**config.mk**
```make
export PLATFORM = sky130hd
export DESIGN_NAME = mult_controller
export DESIGN_NICKNAME = d
export VERILOG_FILES = /design/src/rtl/mult_controller_pkg.sv /design/src/rtl/mult_datapath.sv /design/src/rtl/mult_controller.sv
export SDC_FILE = /design/constraint.sdc
export NUM_CORES = 1
export LEC_CHECK = 0
export ABC_AREA = 1
export BUFFER_PORTS_ARGS = -buffer_cell sky130_fd_sc_hd__buf_2
export CORE_MARGIN = 4
export CORE_UTILIZATION = 55
export CTS_CLUSTER_SIZE = 40
export DETAILED_ROUTE_END_ITERATION = 10
export GPL_TIMING_DRIVEN = 0
export PLACE_DENSITY = 0.78
export SLEW_MARGIN = 20
export SYNTH_ARGS = -nofsm -noshare
export SYNTH_HDL_FRONTEND = slang
export SYNTH_SLANG_ARGS = --single-unit
export TNS_END_PERCENT = 5
```
**constraint.sdc**
```tcl
create_clock -name clk -period 2.3 [get_ports clk]
set_input_delay 0.115 -clock clk [delete_from_list [all_inputs] [get_ports clk]]
set_output_delay 0.115 -clock clk [all_outputs]
set_load 0.02 [all_outputs]
```
**src/rtl/mult_controller_pkg.sv**
```systemverilog
// Shared ALU control codes and multiplier FSM state encoding.
package mult_controller_pkg;

  localparam logic [3:0] ALU_AND  = 4'b0000;
  localparam logic [3:0] ALU_OR   = 4'b0001;
  localparam logic [3:0] ALU_ADD  = 4'b0010;
  localparam logic [3:0] ALU_SUB  = 4'b0110;
  localparam logic [3:0] ALU_SLT  = 4'b0111;
  localparam logic [3:0] ALU_SLTU = 4'b1000;
  localparam logic [3:0] ALU_SLL  = 4'b1001;
  localparam logic [3:0] ALU_SRL  = 4'b1010;
  localparam logic [3:0] ALU_NOR  = 4'b1100;
  localparam logic [3:0] ALU_MUL  = 4'b1111;

  typedef enum logic [1:0] {
    S_IDLE = 2'd0,
    S_RUN  = 2'd1,
    S_DONE = 2'd2
  } mult_state_e;

endpackage

```
**src/rtl/mult_datapath.sv**
```systemverilog
// Radix-2 shift-add multiplier datapath; one partial-product step per step_i.
// Signed operands are supported only when MULT_SIGNED_EN is defined.
module mult_datapath
  import mult_controller_pkg::*;
#(
  parameter int WIDTH = 32
) (
  input  logic               clk,
  input  logic               reset,
  input  logic               load_i,
  input  logic               step_i,
  input  logic               sign_i,
  input  logic [WIDTH-1:0]   a_i,
  input  logic [WIDTH-1:0]   b_i,
  output logic [2*WIDTH-1:0] prod_nxt_o
);

  logic [WIDTH-1:0]   mcand_q, mpl_q, acc_q;
  logic [WIDTH-1:0]   a_mag, b_mag;
  logic [WIDTH-1:0]   acc_nxt, mpl_nxt;
  logic [WIDTH:0]     sum;
  logic [2*WIDTH-1:0] prod_raw;

`ifdef MULT_SIGNED_EN
  logic neg_q, neg_d;

  // Multiply magnitudes; the most-negative value is its own magnitude as unsigned.
  always_comb begin
    a_mag = (sign_i && a_i[WIDTH-1]) ? -a_i : a_i;
    b_mag = (sign_i && b_i[WIDTH-1]) ? -b_i : b_i;
    neg_d = sign_i && (a_i[WIDTH-1] ^ b_i[WIDTH-1]);
  end

  always_ff @(posedge clk) begin
    if (reset)       neg_q <= 1'b0;
    else if (load_i) neg_q <= neg_d;
  end

  assign prod_nxt_o = neg_q ? -prod_raw : prod_raw;
`else
  logic sign_unused;
  assign sign_unused = sign_i;
  assign a_mag       = a_i;
  assign b_mag       = b_i;
  assign prod_nxt_o  = prod_raw;
`endif

  // Add multiplicand into the upper half when the multiplier LSB is set, then shift right.
  assign sum      = {1'b0, acc_q} + {1'b0, (mpl_q[0] ? mcand_q : '0)};
  assign acc_nxt  = sum[WIDTH:1];
  assign mpl_nxt  = {sum[0], mpl_q[WIDTH-1:1]};
  assign prod_raw = {acc_nxt, mpl_nxt};

  always_ff @(posedge clk) begin
    if (reset) begin
      mcand_q <= '0;
      mpl_q   <= '0;
      acc_q   <= '0;
    end else if (load_i) begin
      mcand_q <= a_mag;
      mpl_q   <= b_mag;
      acc_q   <= '0;
    end else if (step_i) begin
      acc_q   <= acc_nxt;
      mpl_q   <= mpl_nxt;
    end
  end

endmodule

```
**src/rtl/mult_controller.sv**
```systemverilog
// Multi-cycle multiply controller: FSM, iteration counter, pipeline stall handshake.
// Optional signed multiply enabled with MULT_SIGNED_EN.
module mult_controller
  import mult_controller_pkg::*;
#(
  parameter int         WIDTH    = 32,
  parameter logic [3:0] MUL_CODE = ALU_MUL
) (
  input  logic             clk,
  input  logic             reset,
  input  logic             start,
  input  logic [3:0]       alucontrol,
  input  logic [WIDTH-1:0] a,
  input  logic [WIDTH-1:0] b,
  input  logic             sign,
  output logic             busy,
  output logic             done,
  output logic             stall,
  output logic [WIDTH-1:0] lo,
  output logic [WIDTH-1:0] hi
);

  localparam int CW = $clog2(WIDTH + 1);

  mult_state_e        state_q, state_d;
  logic [CW-1:0]      cnt_q, cnt_d;
  logic [WIDTH-1:0]   hi_q, lo_q;
  logic [2*WIDTH-1:0] prod_nxt;
  logic               req, load, step, last;

  assign req  = start && (alucontrol == MUL_CODE);
  assign last = (state_q == S_RUN) && (cnt_q == CW'(1));

  always_ff @(posedge clk) begin
    if (reset) state_q <= S_IDLE;
    else       state_q <= state_d;
  end

  always_comb begin
    state_d = state_q;
    case (state_q)
      S_IDLE:  if (req) state_d = S_RUN;
      S_RUN:   if (last) state_d = S_DONE;
      S_DONE:  state_d = req ? S_RUN : S_IDLE;
      default: state_d = S_IDLE;
    endcase
  end

  always_comb begin
    busy  = (state_q == S_RUN);
    done  = (state_q == S_DONE);
    load  = ((state_q == S_IDLE) || (state_q == S_DONE)) && req;
    step  = busy;
    stall = load || busy;
  end

  always_comb begin
    cnt_d = cnt_q;
    if (load)      cnt_d = CW'(WIDTH);
    else if (step) cnt_d = cnt_q - CW'(1);
  end

  // Result registers only move on the final step, so they hold across IDLE/RUN.
  always_ff @(posedge clk) begin
    if (reset) begin
      cnt_q <= '0;
      hi_q  <= '0;
      lo_q  <= '0;
    end else begin
      cnt_q <= cnt_d;
      if (last) {hi_q, lo_q} <= prod_nxt;
    end
  end

  assign hi = hi_q;
  assign lo = lo_q;

  mult_datapath #(.WIDTH(WIDTH)) u_dp (
    .clk        (clk),
    .reset      (reset),
    .load_i     (load),
    .step_i     (step),
    .sign_i     (sign),
    .a_i        (a),
    .b_i        (b),
    .prod_nxt_o (prod_nxt)
  );

endmodule

```
# Word level (Yosys, flattened, before mapping)
# Index checks and enable logic that the tools add are counted.
# W data, S select, Z words.
[word_totals] output_inout_bits=67 reg_bits=168 input_bits=72
[classes] mux=9 add_sub_neg=2 eq_ne=6 n_reduce_logical=9
[op_table] cell="$mux W32" count=3
[op_table] cell="$add A32 B32 Y33" count=1
[op_table] cell="$mux W6" count=2
[op_table] cell="$eq A6 B1 Y1 const B" count=1
[op_table] cell="$pmux W2 S3" count=1
[op_table] cell="$sub A6 B1 Y6 const B" count=1
[op_table] cell="$eq A4 B4 Y1 const B" count=1
[op_table] cell="$mux W2" count=2
[op_table] cell="$logic_and A1 B1 Y1" count=3
[op_table] cell="$eq A2 B1 Y1 const B" count=1
[op_table] cell="$eq A2 B2 Y1 const B" count=1
[op_table] cell="$logic_not A2 Y1" count=1
[op_table] cell="$logic_or A1 B1 Y1" count=2
[op_table] cell="$ne A2 B1 Y1 const B" count=1
[op_table] cell="$ne A2 B2 Y1 const B" count=1
[op_table] cell="$reduce_and A2 Y1" count=1
[op_table] cell="$reduce_bool A2 Y1" count=1
[op_table] cell="$reduce_or A2 Y1" count=1
[op_table] cell="$mux W1" count=1

# Depth between registers and ports, before layout
# Gate-level depths: netlist of the first run.
[depth] depth_word=4 depth_mapped=17 ltp_nobuf=15

# Modules after synthesis
# Synthesis of the first run repeated with hierarchy kept, for this count alone.
[unflattened] cells_unflattened=1496 area_unflattened_um2=9773.1
[modules_own_cells] module="mult_datapath" seq_area_each_um2=1921.8 instances=1 cells_per_inst=1087 area_per_inst_um2=6626.4
[modules_own_cells] module="mult_controller" seq_area_each_um2=1441.4 instances=1 cells_per_inst=409 area_per_inst_um2=3146.8

# Worst setup path before layout of the first run
# OpenSTA, ideal clock, no wires.
[synth_path] path_kind="register to register" start="reg u_dp.mpl_q[0]" end="reg u_dp.acc_q[12]" synth_period_minus_slack_ps=2081 path_stages_with_launch=15 t_arrival_ps=1966 slack_ps=219 path_buffers=2 cell_sequence="dfxtp_1 clkbuf_1 clkbuf_1 nand2_1 inv_1 ha_1 nand2_1 inv_1 nand2_1 inv_1 a21oi_1 nand2_2 xor2_1 o21ai_0 inv_1"
[synth_between] elab_chain_len=2
[synth_rtl] element="start: declaration" line_no="mult_datapath.sv:18" rtl="logic [WIDTH-1:0] mcand_q, mpl_q, acc_q;"
[synth_rtl] element="start signal: assignment" line_no="mult_datapath.sv:61" rtl="mpl_q <= b_mag;"
[synth_rtl] element="start signal: assignment" line_no="mult_datapath.sv:65" rtl="mpl_q <= mpl_nxt;"
[synth_rtl] element="$mux W32" line_no="mult_datapath.sv:49" rtl="assign sum = {1'b0, acc_q} + {1'b0, (mpl_q[0] ? mcand_q : '0)};"
[synth_rtl] element="$add A32 B32 Y33" line_no="mult_datapath.sv:49"
[synth_rtl] element="end signal: assignment" line_no="mult_datapath.sv:64" rtl="acc_q <= acc_nxt;"
[synth_rtl] element="end: declaration" line_no="mult_datapath.sv:18"
# Every way passes these cells.
# A chain may end at the register's enable or synchronous reset.

# Worst setup path in the final report of the first run
[layout_path] start="reg u_dp.mpl_q[0]" end="reg hi_q[15] (netlist: hi[15])"
[layout_between] elab_chain_len=2
[layout_rtl] element="$mux W32" line_no="mult_datapath.sv:49"
[layout_rtl] element="$add A32 B32 Y33" line_no="mult_datapath.sv:49"
[layout_rtl] element="end signal: assignment" line_no="mult_controller.sv:71" rtl="if (last) {hi_q, lo_q} <= prod_nxt;"
[layout_rtl] element="end: declaration" line_no="mult_controller.sv:27" rtl="logic [WIDTH-1:0] hi_q, lo_q;"
# Every way passes these cells.

==> results of run 1 <==
## through the flow
step	hold WS (ns)	instances	power, mW	utilization
floorplan	0.250	1434	3.20	-
global placement	0.335	1786	3.32	0.623
detailed placement	0.345	1786	3.33	0.623
CTS	0.00248	1880	6.31	0.703
global route	0.0187	1882	6.50	0.727
finish	-0.00318	1882	6.33	0.727
## flip-flops by register name, indices dropped and copies added, names as in the netlist
name and cells:
hi 32, lo 32, u_dp.acc_q 32, u_dp.mcand_q 32, u_dp.mpl_q 32, cnt_q 6
state_q 2
## how the worst min path moves through the flow
stage | from | end | slack [ns]
6_report | b[25] | u_dp.mpl_q[25] | -0.003
4_1_cts | b[25] | u_dp.mpl_q[25] | 0.002
5_1_grt | b[25] | u_dp.mpl_q[25] | 0.02
2_1_floorplan | a[0] | u_dp.mcand_q[0] | 0.25
3_3_place_gp | a[18] | u_dp.mcand_q[18] | 0.34
3_5_place_dp | a[10] | u_dp.mcand_q[10] | 0.35
## per-layer routing
| metal | up-vias | GRT usage |
|---|---|---|
| li1 | 4835 | - |
| met1 | 4343 | 0.391 |
| met2 | 366 | 0.521 |
| met3 | 43 | 0.0622 |
| met4 | 0 | 0.0817 |
| met5 | - | 0 |
## report_power, final
| group | internal, mW | total [mW] | switching [mW] |
|---|---|---|---|
| logic | 0.185 | 0.393 | 0.208 |
| clock network | 1.56 | 2.97 | 1.41 |
| registers | 2.94 | 2.97 | 0.0267 |
## cells in the final DEF (no fill, tap or decap), types with 3 or more instances in the layout
cell           netlist  routed
clkinv_8             0       4
buf_2               30     166
nand3_1            103      97
clkbuf_1            18      14
a31oi_1             33      33
buf_4                4       7
nor2_1             220     203
nor3_2               0       4
nand2_2              3      35
a21oi_1             28      16
ha_2                 0       8
dlygate4sd3_1        0      63
dfxtp_1            168     167
nor3_1               7       3
o21ai_1              9       9
o21ai_0             47      47
o21bai_1             3       3
ha_4                 0       8
a21oi_2              0      11
nor2_2               4      19
inv_1              213     211
inv_2                5       7
ha_1                34      18
xnor2_1              4       4
nand2_1            466     433
buf_1                5       5
a21o_1               3       3
clkbuf_16            0      17
nor2_4               1       3
nand3_2              0       4
nand4_1              6       6
inv_6                0       5
xor2_1              11      11
## repair_timing
action | CTS | global route
hold buffers | 63 | 0
endpoints found under the hold margin | 63 | 0
setup buffers | 0 | 2
setup endpoints to repair | 59 | 49
pin swaps | 0 | 4
resized for setup | 15 | 97
## layout make-up
type	count	area [sq um]	share of cell area
Buffer	56	285	0.0246
Tap cell	216	270	0.0233
Clock inverter	15	183	0.0158
Clock buffer	17	425	0.0367
Timing Repair Buffer	201	1330	0.114
Sequential cell	168	3370	0.290
Multi-Input combinational cell	991	4920	0.424
Inverter	218	818	0.0706
## worst min-delay path: cells and delay by family
family,cells,cell delay (ns)
AOI/OAI and AO/OA,1,0.09
buffers and inverters,1,0.11
and+or+nand+nor,1,0.07
## logic make-up (layout without fill, tap and decap cells)
logic type               count (synthesis)  count (layout)  synth area share
flip-flops                             168             168             0.374
buffers and inverters                  275             507             0.121
AND/OR/NAND/NOR                        815             815             0.363
AO/OA/AOI/OAI                          126             126            0.0774
XOR/XNOR                                15              15            0.0146
adder cells (fa/ha/maj)                 35              35            0.0496
==> results.sh, run 1 <==
export IMPL_yosysSeqAreaShare=0.374
export IMPL_holdWs_ns=-0.00318
export IMPL_p_leak_nw=6.24
export IMPL_critPathLaunchType="register"
export IMPL_grt_max_degree=19
export IMPL_fin_nets=1760
export IMPL_drive_gt1_frac=0.188
export IMPL_netlist_instances=1434
export IMPL_crit_top_cell="nand2_1"
export IMPL_rsz0062_at_grt="yes"
export IMPL_synth_top_area_frac=0.374
export IMPL_final_setup_tns_ns=0
export IMPL_clockBufferDepth=2
export IMPL_cp_max_fo=10
export IMPL_setup_viol=0
export IMPL_drt_first_pass_iters=6
export IMPL_max_clock_freq_mhz=450
export IMPL_tritoncts_num_buffers=17
export IMPL_cts_tree="done"
export IMPL_ant_nets=0
export IMPL_core_area_sq_um=15900
export IMPL_port_buffers=136
export IMPL_critical_path_top_delay_family="simple AND/OR/NAND/NOR gates"
export IMPL_arrival_ns=2.56
export IMPL_syn_nets=1541
export IMPL_cp_end_kind="register"
export IMPL_synth_edf_count=0
export IMPL_cts_reportedPaths_clkPinSlew_ns=0.07
export IMPL_synth_cell_type_count=32
export IMPL_antenna_found_initial=0
export IMPL_synthTopCellsByCount="466 x nand2_1, 220 x nor2_1, 213 x inv_1"
export IMPL_reg2reg_depth=15
export IMPL_place_area_sq_um=9940
export IMPL_required_ns=2.64
export IMPL_ys_flop_type="dfxtp_1"
export IMPL_synth_seq_cells=168
export IMPL_slew_limit_headroom=0.477
export IMPL_clockRootBuffer="clkbuf_16"
export IMPL_r2r_setup_slack_ns=0.08
export IMPL_antenna_cells=0
export IMPL_die_w_um=136
export IMPL_finalClockSkew_ns=0.0133
export IMPL_finalHoldViolCount=1
export IMPL_cp_slowest_stage_delay_ns=0.39
export IMPL_worstSetupPathDepth=15
export IMPL_wl_met3_um=1930
export IMPL_post_route_period_util=0.965
export IMPL_slowest_stage="dfxtp_4"
export IMPL_htreeDepth=4
export IMPL_die_h_um=136
export IMPL_rows=46
export IMPL_wl_per_cell_um=15.1
export IMPL_synth_avg_cell_area_sq_um=6.27
export IMPL_hold_depth=3
export IMPL_dp_slack_ns=-0.502
export IMPL_vias=9587
export IMPL_synthesis_area_sq_um=8980
export IMPL_first_iter_violations=772
export IMPL_grt_pass1_vias=8963
export IMPL_synth_top_cells_by_area="dfxtp_1 37%, nand2_1 19%, nor2_1 9.2%, inv_1 8.9%, nand3_1 5.7%"
export IMPL_die_area_sq_um=18400
export IMPL_grt_pass1_wl_um=44300
export IMPL_slew_viol_final=0
export IMPL_syn2layout_area_growth_pct=29.0
export IMPL_start_util=0.564
export IMPL_fillCellCount=1354
export IMPL_worstSetupPathType="reg2reg"
export IMPL_crit_start="u_dp.mpl_q[0]"
export IMPL_ys_warn_count=0
export IMPL_maxCapViolations=0
export IMPL_gp_congestion=1.02
export IMPL_drc=0
export IMPL_met1_length_um=12200
export IMPL_hold_path_class="in2reg"
export IMPL_rr_endpoint="hi[15]"
export IMPL_crit_buf_inv=5
export IMPL_avgViaCountPerCell=5.09
export IMPL_tightest_slew_ns=0.785
export IMPL_wl_met2_um=13800
export IMPL_ios=139
export IMPL_setup_ws_ns=0.0801
export IMPL_crit_end="hi[15]"
export IMPL_grt_util_all_layers=0.304
export IMPL_crit_chain="buf_8 > nand2_1 > inv_1 > ha_1 > nand2_1 > inv_1 > nand2_1 > nand2_1 > inv_1 > nand2_2 > nand2_1 > nand3_1 > nand3_2 > o211ai_1 > inv_1"
export IMPL_violations="negative hold slack"
export IMPL_power_per_cell_area_nw_per_um2=546
export IMPL_cts_sinks=168
export IMPL_dp_hpwl_um=20000
export IMPL_fin_crit_ns=2.22
export IMPL_async_flop_share=0
export IMPL_status="complete, but fails checks"
export IMPL_routed_top_layer="met4"
export IMPL_routed_wl_um=28500
export IMPL_post_synth_top_area_cell="dfxtp_1"
export IMPL_clk_latency_ns=0.45
export IMPL_yosysMostFrequentCell="nand2_1"
export IMPL_worst_r2r_startpoint="u_dp.mpl_q[0]"
export IMPL_peakVddDrop_mv=0.531
export IMPL_grt_overflow=0
export IMPL_fin_area_sq_um=11600
(Power assumes the default switching activity.)
==> inputs of run 2 (changes only) <==
==> constraint.sdc (replaced) <==
create_clock -name clk -period 2.3 [get_ports clk]
set_input_delay 0.46 -clock clk [delete_from_list [all_inputs] [get_ports clk]]
set_output_delay 0.46 -clock clk [all_outputs]
set_load 0.02 [all_outputs]
==> run 2 against run 1 <==
The flow now finishes without violations. Via count fell by 3.5%. Cell area fell by 5.0%. Register-to-register slack improved by 0.02 ns. Routed wire length down 5.0%. Die area is the same. Utilization fell by 3.6 points. Clock power about the same. Setup slack better by 0.020 ns. Non-clock buffer count decreased by 62.
==> results.sh, run 2 (synthesis results as in run 1) <==
export IMPL_status="finished, final reports clean"
export IMPL_met1_length_um=11700
export IMPL_final_setup_tns_ns=0
export IMPL_p_leak_nw=5.98
export IMPL_power_per_cell_area_nw_per_um2=566
export IMPL_cts_reportedPaths_clkPinSlew_ns=0.07
export IMPL_setup_viol=0
export IMPL_tightest_slew_ns=0.761
export IMPL_antenna_cells=0
export IMPL_finalClockSkew_ns=0.0134
export IMPL_dp_slack_ns=-0.502
export IMPL_cp_end_kind="register"
export IMPL_start_util=0.564
export IMPL_place_area_sq_um=9940
export IMPL_drive_gt1_frac=0.201
export IMPL_ant_nets=0
export IMPL_rsz0062_at_grt="yes"
export IMPL_die_h_um=136
export IMPL_dp_cells=1786
export IMPL_grt_overflow=0
export IMPL_clockBufferDepth=2
export IMPL_avgViaCountPerCell=5.09
export IMPL_dp_hpwl_um=20000
export IMPL_power_frac_seq=0.477
export IMPL_layoutNonFillerInstCount=1820
export IMPL_clk_latency_ns=0.44
export IMPL_tritoncts_num_buffers=17
export IMPL_slew_limit_headroom=0.493
export IMPL_wl_met2_um=12800
export IMPL_drc=0
export IMPL_cp_max_fo=10
export IMPL_critPathLaunchType="register"
export IMPL_wl_met3_um=1890
export IMPL_cts_hold_buf=0
export IMPL_worstSetupPathType="reg2reg"
export IMPL_fillCellCount=1464
export IMPL_final_cell_mix="431 x nand2_1, 209 x inv_1, 203 x nor2_1"
export IMPL_port_buffers=136
export IMPL_routed_top_layer="met4"
export IMPL_p_int_mw=4.62
export IMPL_htreeDepth=4
export IMPL_cts_sinks=168
export IMPL_power_frac_clock=0.474
export IMPL_worst_r2r_startpoint="u_dp.mpl_q[0]"
export IMPL_antenna_found_initial=0
export IMPL_finalHoldViolCount=0
export IMPL_clockRootBuffer="clkbuf_16"
export IMPL_grt_util_all_layers=0.290
export IMPL_die_area_sq_um=18400
export IMPL_vias=9255
export IMPL_fin_nets=1698
export IMPL_grt_pass1_wl_um=42100
export IMPL_hold_path_startpoint="a[10]"
export IMPL_fin_area_sq_um=11000
export IMPL_comb_power_share=0.049
export IMPL_fin_crit_ns=2.20
export IMPL_p_switching_mw=1.61
export IMPL_crit_start="u_dp.mpl_q[0]"
export IMPL_cts_tree="done"
export IMPL_grt_pass1_vias=8606
export IMPL_maxCapViolations=0
export IMPL_max_clock_freq_mhz=454
export IMPL_drt_first_pass_iters=6
export IMPL_arrival_ns=2.55
export IMPL_grt_max_degree=19
export IMPL_setup_ws_ns=0.0997
export IMPL_post_route_period_util=0.957
export IMPL_layout_commonest_cell="nand2_1"
export IMPL_required_ns=2.65
export IMPL_hold_path_class="in2reg"
export IMPL_routed_wl_um=27000
export IMPL_first_iter_violations=687
export IMPL_gp_congestion=1.02
export IMPL_peakVddDrop_mv=0.530
export IMPL_switching_share=0.259
export IMPL_syn2layout_area_growth_pct=22.6
export IMPL_core_area_sq_um=15900
export IMPL_die_w_um=136
export IMPL_wl_per_cell_um=14.9
export IMPL_rows=46
export IMPL_ios=139
export IMPL_utilization=0.691
export IMPL_slew_viol_final=0
run 2: final cells by class:
class	instances	area (sq um)	share of cell area
inverters	218	818	0.0743
repair buffers	139	703	0.0638
plain buffers	56	297	0.0269
multi-input cells	991	4950	0.449
clock buffers	17	425	0.0386
well taps	216	270	0.0245
flip-flops and latches	168	3370	0.306
clock inverters	15	183	0.0166
run 2: critical path, stage by stage, from the launching register on:
cell	delay, ns
dfxtp_4	0.39
buf_8	0.15
nand2_1	0.06
inv_1	0.04
ha_2	0.38
nand2_2	0.13
buf_4	0.16
nor3_2	0.17
nand2_2	0.09
nand2_2	0.12
nand2_1	0.09
nand3_1	0.11
nand3_1	0.09
nand2_1	0.07
inv_1	0.04
run 2: power by group through the flow:
stage | Sequential (mW) | Combinational, mW | Clock (mW)
after floorplan | 3.03 | 0.167 | 0
after detailed placement | 3.03 | 0.292 | 0
after global routing | 2.97 | 0.342 | 3.10
after CTS | 2.97 | 0.294 | 2.97
final | 2.97 | 0.308 | 2.95
after global placement | 3.03 | 0.288 | 0
run 2: through the flow:
step	hold slack (ns)	power, mW
floorplan	0.438	3.20
global placement	0.449	3.32
detailed placement	0.456	3.33
CTS	0.235	6.23
global route	0.243	6.42
finish	0.236	6.23
run 2: timing repair:
item | in CTS | in global routing
pin swaps | 0 | 6
setup endpoints to repair | 60 | 50
buffers inserted | 0 | 3
gates resized for setup | 16 | 111
run 2: worst paths after layout:
kind / to / slack, ns / depth (start not counted)
worst max-delay path: hi[28] / 0.1 / 14
worst min-delay path: u_dp.mcand_q[10] / 0.24 / 3
worst min register to register: lo[25] / 0.47 / 2
worst max register to register: hi[28] / 0.1 / 14
run 2: routing by layer:
metal  track usage  up-vias
li1              -     4715
met2         0.479      316
met1         0.381     4178
met5             0        -
met3        0.0629       46
met4        0.0873        0
==> inputs of run 3 (changes only) <==
Settings changed: CORE_UTILIZATION 55 to 52, GPL_TIMING_DRIVEN 0 to default, PLACE_DENSITY 0.78 to 0.77.
Clock period 2.3 ns to 2 ns, I/O delays scaled along.
==> run 3 against run 2 <==
The run now ends with negative setup slack left. Sequential power increased by 15%. Clock skew down 0.0023 ns. First-iteration DRC count shrank 22%. Global-route usage is 2.6 points lower. Flip-flop and latch count did not move. Setup slack got worse by 0.22 ns. Clock-buffer cell count unchanged. Sequential share of layout area down 1.5 points. Utilization barely moved. Critical endpoint is now hi[19]. Highest routed layer unchanged.
==> results.sh, run 3 (synthesis results as in run 1) <==
export IMPL_status="complete, but fails checks"
export IMPL_violations="negative setup slack"
export IMPL_die_w_um=139
export IMPL_crit_buf_inv=3
export IMPL_critical_path_top_delay_family="simple AND/OR/NAND/NOR gates"
export IMPL_required_ns=2.34
export IMPL_grt_max_degree=72
export IMPL_utilization=0.691
export IMPL_layout_commonest_cell="nand2_1"
export IMPL_cts_tree="done"
export IMPL_routed_wl_um=25800
export IMPL_setup_viol=49
export IMPL_ant_nets=0
export IMPL_final_cell_mix="428 x nand2_1, 204 x nor2_1, 202 x inv_1"
export IMPL_core_area_sq_um=16800
export IMPL_hold_path_startpoint="a[14]"
export IMPL_arrival_ns=2.45
export IMPL_worstSetupPathType="reg2reg"
export IMPL_crit_chain="clkbuf_16 > nand2_1 > inv_2 > fa_2 > nand3_1 > nand3_2 > nand3_1 > nand3_2 > nand3_2 > nand2_1 > nand2_1 > nand3_1 > nand2_1 > inv_1"
export IMPL_fin_crit_ns=2.12
export IMPL_finalClockSkew_ns=0.0111
export IMPL_drc=0
export IMPL_maxCapViolations=0
export IMPL_switching_share=0.264
export IMPL_slew_viol_final=0
export IMPL_drt_first_pass_iters=5
export IMPL_crit_top_cell="nand2_1"
export IMPL_worst_r2r_startpoint="u_dp.mpl_q[0]"
export IMPL_rsz0062_at_grt="yes"
export IMPL_cp_end_kind="register"
export IMPL_dp_slack_ns=-0.192
export IMPL_gp_congestion=0.932
export IMPL_p_switching_mw=1.93
export IMPL_clockBufferDepth=2
export IMPL_comb_power_share=0.051
export IMPL_grt_util_all_layers=0.263
export IMPL_grt_pass1_wl_um=42900
export IMPL_p_int_mw=5.39
export IMPL_grt_overflow=0
export IMPL_holdWs_ns=0.180
export IMPL_peakVddDrop_mv=0.581
export IMPL_first_iter_violations=535
export IMPL_die_h_um=139
export IMPL_fillCellCount=1436
export IMPL_slowest_stage="dfxtp_4"
export IMPL_dp_hpwl_um=17900
export IMPL_cts_hold_buf=0
export IMPL_power_per_cell_area_nw_per_um2=632
export IMPL_grt_pass1_vias=9177
export IMPL_setup_ws_ns=-0.116
export IMPL_hold_path_class="in2reg"
export IMPL_clockRootBuffer="clkbuf_16"
export IMPL_antenna_cells=0
export IMPL_power_frac_clock=0.482
export IMPL_cts_reportedPaths_clkPinSlew_ns=0.07
export IMPL_tritoncts_num_buffers=17
export IMPL_hold_depth=3
export IMPL_rows=47
export IMPL_cts_sinks=168
export IMPL_hold_end="u_dp.mcand_q[14]"
export IMPL_antenna_found_initial=0
export IMPL_fin_nets=1712
export IMPL_power_frac_seq=0.467
export IMPL_wl_per_cell_um=14.0
export IMPL_ios=139
export IMPL_slew_limit_headroom=0.673
export IMPL_syn2layout_area_growth_pct=28.9
export IMPL_die_area_sq_um=19400
export IMPL_post_route_period_util=1.06
export IMPL_tightest_slew_ns=0.491
export IMPL_critPathLaunchType="register"
export IMPL_finalHoldViolCount=0
export IMPL_avgViaCountPerCell=5.11
export IMPL_drive_gt1_frac=0.235
export IMPL_r2r_setup_slack_ns=-0.12
export IMPL_clk_latency_ns=0.44
export IMPL_rr_endpoint="hi[19]"
export IMPL_cp_slowest_stage_delay_ns=0.38
export IMPL_cp_max_fo=10
export IMPL_vias=9399
export IMPL_port_buffers=137
export IMPL_max_clock_freq_mhz=473
export IMPL_p_leak_nw=6.14
export IMPL_start_util=0.536
export IMPL_reg2reg_depth=14
export IMPL_htreeDepth=4
-- run 3: layout make-up --
cell class,count,area [sq um],area share
multi-input cells,991,5180,0.448
well taps,220,275,0.0238
flip-flops and latches,168,3370,0.291
clock inverters,15,216,0.0187
repair buffers,209,1290,0.112
inverters,218,818,0.0707
clock buffers,17,425,0.0367
-- run 3: stage by stage --
step | TNS (ns) | total power, mW | instances | instance area, sq um
finish | -2.86 | 7.32 | 1838 | 11600
floorplan | -0.0685 | 3.68 | 1434 | 8990
CTS | -0.603 | 7.35 | 1837 | 11400
detailed placement | -6.42 | 3.83 | 1804 | 10300
global route | -9.93 | 7.57 | 1838 | 11600
global placement | -6.08 | 3.83 | 1804 | 10300
-- run 3: worst max path at each step --
stage	endpoint	slack [ns]	cells past startpoint	startpoint
after floorplan	u_dp.acc_q[27]	-0.02	15	u_dp.mpl_q[0]
after detailed placement	hi[28]	-0.19	17	u_dp.mpl_q[0]
after global placement	hi[8]	-0.20	15	u_dp.mpl_q[0]
final	hi[19]	-0.12	14	u_dp.mpl_q[0]
after CTS	hi[31]	-0.06	14	u_dp.mpl_q[0]
after global routing	hi[17]	-0.25	13	u_dp.mpl_q[0]
-- run 3: timing repair --
action,4_1_cts,5_1_grt
endpoints found under the setup margin,55,58
cloned,0,1
setup buffers,1,0
pin swaps,11,13
resized for setup,84,57
-- run 3: power by group through the flow --
stage / combinational (mW) / sequential [mW] / clock, mW
2_1_floorplan: 0.192 / 3.48 / 0
3_3_place_gp: 0.338 / 3.49 / 0
3_5_place_dp: 0.343 / 3.49 / 0
4_1_cts: 0.363 / 3.42 / 3.57
6_report: 0.372 / 3.42 / 3.52
5_1_grt: 0.413 / 3.42 / 3.73
-- run 3: worst reg2reg max path, stage by stage (launching register included) --
cell	delay, ns
dfxtp_4	0.38
clkbuf_16	0.18
nand2_1	0.08
inv_2	0.05
fa_2	0.38
nand3_1	0.12
nand3_2	0.13
nand3_1	0.11
nand3_2	0.14
nand3_2	0.14
nand2_1	0.06
nand2_1	0.08
nand3_1	0.07
nand2_1	0.07
inv_1	0.03
-- run 3: metal layers --
| metal | GRT usage | part of all wire | vias to the layer above |
|---|---|---|---|
| met4 | 0.0911 | 0.026 | 0 |
| li1 | - | - | 4738 |
| met2 | 0.448 | 0.48 | 278 |
| met5 | 0 | 0 | - |
| met3 | 0.0583 | 0.053 | 43 |
| met1 | 0.330 | 0.44 | 4340 |
